==> config.mk <==
export PLATFORM = sky130hd
export DESIGN_NAME = sdrd_unlock_seq
export DESIGN_NICKNAME = d
export VERILOG_FILES = /design/src/rtl/sdrd_unlock_seq.sv
export SDC_FILE = /design/constraint.sdc
export NUM_CORES = 1
export LEC_CHECK = 0
export ABC_AREA = 1
export CELL_PAD_IN_SITES_DETAIL_PLACEMENT = 1
export CELL_PAD_IN_SITES_GLOBAL_PLACEMENT = 2
export CORE_AREA = 3 3 104 86
export DETAILED_ROUTE_END_ITERATION = 8
export DIE_AREA = 0 0 107 89
export PLACE_DENSITY = 0.78
export SLEW_MARGIN = 30
export SYNTH_ARGS = -nofsm -noshare
export SYNTH_HDL_FRONTEND = slang
export SYNTH_SLANG_ARGS = --single-unit
==> constraint.sdc <==
create_clock -name clk -period 1.46 [get_ports clk]
set_input_delay 0.292 -clock clk [delete_from_list [all_inputs] [get_ports clk]]
set_output_delay 0.292 -clock clk [all_outputs]
set_load 0.1 [all_outputs]
==> src/rtl/sdrd_unlock_seq.sv <==
// SDRD unlock sequencer: matches a 4-nibble key on window reads, then serialises
// a captured ID word LSB-first, one bit per window read, with relock and timeout.
module sdrd_unlock_seq #(
  parameter logic [15:0] KEY     = 16'h29A5,
  parameter int          ID_BITS = 16,
  parameter int          TIMEOUT = 1024,
  parameter int          TW      = 11
) (
  input  logic        clk,
  input  logic        rst_n,
  input  logic        cyc_stb,
  input  logic        sser_n,
  input  logic [13:0] ba,
  input  logic        br_w,
  input  logic [15:0] id_word,
  output logic        sdrd,
  output logic        sdrd_oe,
  output logic        unlocked,
  output logic [2:0]  state,
  output logic [3:0]  bit_idx
);

  typedef enum logic [2:0] {
    IDLE  = 3'd0,
    K1    = 3'd1,
    K2    = 3'd2,
    K3    = 3'd3,
    SHIFT = 3'd4,
    DONE  = 3'd5
  } state_t;

  localparam logic [3:0]    KEY0     = KEY[15:12];
  localparam logic [3:0]    KEY1     = KEY[11:8];
  localparam logic [3:0]    KEY2     = KEY[7:4];
  localparam logic [3:0]    KEY3     = KEY[3:0];
  localparam logic [3:0]    LAST_IDX = 4'(ID_BITS - 1);
  localparam logic [TW-1:0] TO_LAST  = TW'(TIMEOUT - 2);

  state_t        state_q, state_d;
  logic [TW-1:0] to_cnt_q, to_cnt_d;
  logic [15:0]   shreg_q, shreg_d;
  logic [3:0]    bit_idx_q, bit_idx_d;
  logic          sdrd_q, sdrd_d;
  logic          sdrd_oe_q, sdrd_oe_d;
  logic          unlocked_q, unlocked_d;

  logic       win;
  logic       rd;
  logic [3:0] nib;
  logic [3:0] nxt_idx;

  assign win     = cyc_stb & ~sser_n & ~ba[13] & ba[12];
  assign rd      = win & br_w;
  assign nib     = ba[7:4];
  assign nxt_idx = bit_idx_q + 4'd1;

  always_ff @(posedge clk or negedge rst_n) begin
    if (!rst_n) begin
      state_q    <= IDLE;
      to_cnt_q   <= '0;
      shreg_q    <= '0;
      bit_idx_q  <= '0;
      sdrd_q     <= 1'b0;
      sdrd_oe_q  <= 1'b0;
      unlocked_q <= 1'b0;
    end else begin
      state_q    <= state_d;
      to_cnt_q   <= to_cnt_d;
      shreg_q    <= shreg_d;
      bit_idx_q  <= bit_idx_d;
      sdrd_q     <= sdrd_d;
      sdrd_oe_q  <= sdrd_oe_d;
      unlocked_q <= unlocked_d;
    end
  end

  // A window cycle always beats timeout expiry; non-window cycles only age the counter.
  always_comb begin
    state_d  = state_q;
    to_cnt_d = '0;
    if (win) begin
      if (!br_w) begin
        state_d = IDLE;
      end else begin
        case (state_q)
          IDLE:    state_d = (nib == KEY0) ? K1 : IDLE;
          K1:      state_d = (nib == KEY1) ? K2    : ((nib == KEY0) ? K1 : IDLE);
          K2:      state_d = (nib == KEY2) ? K3    : ((nib == KEY0) ? K1 : IDLE);
          K3:      state_d = (nib == KEY3) ? SHIFT : ((nib == KEY0) ? K1 : IDLE);
          SHIFT:   state_d = (bit_idx_q == LAST_IDX) ? DONE : SHIFT;
          DONE:    state_d = (nib == 4'hF) ? IDLE : DONE;
          default: state_d = IDLE;
        endcase
      end
    end else begin
      case (state_q)
        K1, K2, K3, SHIFT: begin
          if (to_cnt_q == TO_LAST) begin
            state_d = IDLE;
          end else begin
            to_cnt_d = to_cnt_q + TW'(1);
          end
        end
        DONE:    state_d = DONE;
        default: state_d = IDLE;
      endcase
    end
  end

  always_comb begin
    shreg_d    = shreg_q;
    bit_idx_d  = '0;
    sdrd_d     = 1'b0;
    sdrd_oe_d  = (state_d == SHIFT);
    unlocked_d = (state_d == SHIFT) || (state_d == DONE);
    if (state_d == SHIFT) begin
      if (state_q != SHIFT) begin
        shreg_d   = id_word;
        bit_idx_d = '0;
        sdrd_d    = id_word[0];
      end else if (rd) begin
        bit_idx_d = nxt_idx;
        sdrd_d    = shreg_q[nxt_idx];
      end else begin
        bit_idx_d = bit_idx_q;
        sdrd_d    = sdrd_q;
      end
    end
  end

  assign sdrd     = sdrd_q;
  assign sdrd_oe  = sdrd_oe_q;
  assign unlocked = unlocked_q;
  assign state    = state_q;
  assign bit_idx  = bit_idx_q;

endmodule
==> impl_metrics.json <==
{
  "yosysTopAreaCellShare_pct": 44.9,
  "syn_to_final_growth_pct": 67.5,
  "cp_max_fo": 3,
  "vdd_drop_max_mv": 0.420,
  "io_buffers": 36,
  "synth_top_cell_by_area": "dfrtp_1",
  "ys.flop_type": "dfrtp_1",
  "fin_crit_sh_pct": 120,
  "final.min_clock_period_ns": 1.75,
  "ys_seq_area_share_pct": 44.9,
  "seq_power_share_pct": 44.7,
  "synth.top_cells.by_area": "dfrtp_1 (45%), nand2_1 (15%), nand3_1 (10%), nor2_1 (5.8%), inv_1 (4.2%)",
  "slew_violations": 0,
  "first_iter_violations": 48,
  "violations": "negative setup slack",
  "cts_made_buffers": 5,
  "multi_input_area_um2": 1170,
  "yosysMostFrequentCell": "nand2_1",
  "hold_viol_final": 0,
  "finClkSkew_ns": 0.00465,
  "io_pins": 45,
  "drv_cap": 0,
  "finalSetupTns_ns": -5.22,
  "initial_utilization_pct": 25.9,
  "gp_congestion": 0.751,
  "power.leakage_uw": 0.00163,
  "intPower_uw": 2180,
  "finalPower_uw": 2980,
  "grt_max_degree": 38,
  "pwr-share-clk_pct": 35.7,
  "drtPass1Iterations": 4,
  "cts_tree": "done",
  "async_flop_share_pct": 100,
  "arrival_ns": 1.98,
  "p_switching_uw": 804,
  "die_w_um": 107,
  "netlist_area_um2": 2060,
  "path_clk_slew_ns": 0.08,
  "powerDensity_nw_per_um2": 863,
  "seqCellArea_um2": 947,
  "fmax_ghz": 0.573,
  "grt_overflow": 0,
  "holdWs_ns": 0.487,
  "synth_seq_cells": 37,
  "routedWlPerCell_um": 13.7,
  "dp_hpwl_mm": 4.40,
  "avgViaCountPerCell": 4.45,
  "grt.total_usage_pct": 13.3,
  "worstRegToRegCells": 12,
  "combinationalPowerShare_pct": 19.6,
  "synth_common_cells": "nand2_1 (80), nand3_1 (43), dfrtp_1 (37), nor2_1 (32), inv_1 (23)",
  "endpoint": "sdrd",
  "design.die.area_um2": 9520,
  "hp-class": "reg -> reg",
  "synth_nets": 304,
  "synth_edf_count": 0,
  "end_kind": "flip-flop",
  "cts_buffer_depth": 2,
  "ys_warn_count": 0,
  "core_um2": 7950,
  "ant_nets": 0,
  "slew_headroom_pct": 76.7,
  "antenna_found_initial": 0,
  "worstMarginPinSlew_ns": 0.349,
  "rsz0062_at_grt": "true",
  "cts.sinks": 37,
  "crit_type": "reg -> reg",
  "insertion_delay_ns": 0.29,
  "synth_area_per_cell_um2": 7.75,
  "fillers": 966,
  "core.rowCount": 29,
  "diodes": 0,
  "outcome": "finished, violations left",
  "grt_pass1_vias": 2092,
  "synth_cells": 266,
  "wl_mm": 6.42,
  "final_nets": 397,
  "drive_gt1_share_pct": 37.8,
  "num_vias": 2083,
  "cts_root_buf": "clkbuf_8",
  "ys_types": 28,
  "final-setup-viol-count": 30,
  "switching_share_pct": 27.0,
  "grt_pass1_wl_mm": 10.1,
  "drc": 0,
  "cp.required_ns": 1.69,
  "reg2reg_to": "sdrd",
  "cts.htree.levels": 2,
  "r2r_slack_ns": -0.29,
  "critPathLaunch": "bit_idx[0]",
  "reg2reg_from": "bit_idx[0]",
  "die_h_um": 89,
  "cp-start-kind": "flip-flop",
  "fin_ws_ns": -0.285
}
## critical path, cell delays in order (launching register included)
cell and delay (ns):
dfrtp_4 0.49, ha_4 0.17, nand2_2 0.05, inv_2 0.04, buf_4 0.13, buf_6 0.11
nor2_4 0.16, nand3_2 0.10, nand3_2 0.09, nand2_2 0.06, a21oi_2 0.12, nand3_1 0.09
nand2_1 0.07
## stage by stage
| stage | instance area [um2] | cells | worst slack (ns) | utilization [%] |
|---|---|---|---|---|
| CTS | 3240 | 459 | -0.255 | 40.8 |
| global placement | 2970 | 446 | -0.532 | 37.3 |
| detailed placement | 2970 | 446 | -0.615 | 37.3 |
| floorplan | 2120 | 266 | -0.319 | - |
| finish | 3450 | 468 | -0.285 | 43.4 |
| global route | 3450 | 468 | -0.398 | 43.4 |
## layout by cell type (no fill, tap or decap), drive strengths merged, types with 4 or more instances in the layout
cell / count
nor3: 4
inv: 27
nand3: 46
nor2: 35
clkbuf: 6
clkdlybuf4s50: 24
dfrtp: 37
a21oi: 5
xor2: 7
nand4: 5
nand2: 85
buf: 64
## cell families after synthesis
group | share of synthesized area (%)
adder cells (fa/ha/maj) | 1.82
AND/OR/NAND/NOR | 38.9
flip-flops | 44.9
XOR/XNOR | 4.25
buffers and inverters | 8.07
AO/OA/AOI/OAI | 2.06
## how the worst min path moves through the flow
stage | from | end | slack, ns | cells after the start
global placement | rst_n | state[1] | 0.28 | 2
floorplan | rst_n | bit_idx[2] | -0.004 | 0
finish | shreg_q[6] | shreg_q[6] | 0.49 | 2
CTS | shreg_q[6] | shreg_q[6] | 0.49 | 2
detailed placement | rst_n | state[2] | 0.28 | 2
global route | shreg_q[7] | shreg_q[7] | 0.52 | 2
## routing by layer
layer	vias to the layer above	global-route usage, %	share of wire, %
met2	26	23.0	50
met3	8	2.31	2.7
met5	-	0	0
met4	0	3.14	1.1
met1	1013	17.5	47
li1	1036	-	-
## sequential cells by signal (all words and copies together), names as in the netlist
signal    cells
unlocked      1
to_cnt_q     11
shreg_q      16
state         3
sdrd          1
bit_idx       4
sdrd_oe       1
## power groups by stage
stage          registers [uW]  logic [uW]  clock network [uW]
2_1_floorplan            1330         284                   0
3_3_place_gp             1340         490                   0
3_5_place_dp             1330         512                   0
4_1_cts                  1320         533                1090
5_1_grt                  1350         666                1160
6_report                 1330         585                1060
## cell type report
cell class / instances / area share, %
multi-input combinational: 196 / 33.8
timing repair buffer: 91 / 27.7
sequential: 37 / 27.4
tap: 108 / 3.91
inverter: 28 / 3.30
clock buffer: 5 / 1.99
clock inverter: 3 / 1.88
## repair_timing
action                                  in CTS  in global routing
endpoints found under the hold margin       37                  0
cloned                                       0                  2
gates resized for setup                     24                 30
buffers inserted                             4                 10
pin swaps                                    9                 11
endpoints found under the setup margin      34                 36
hold buffers                                 1                  0
(Power assumes the default switching activity.)
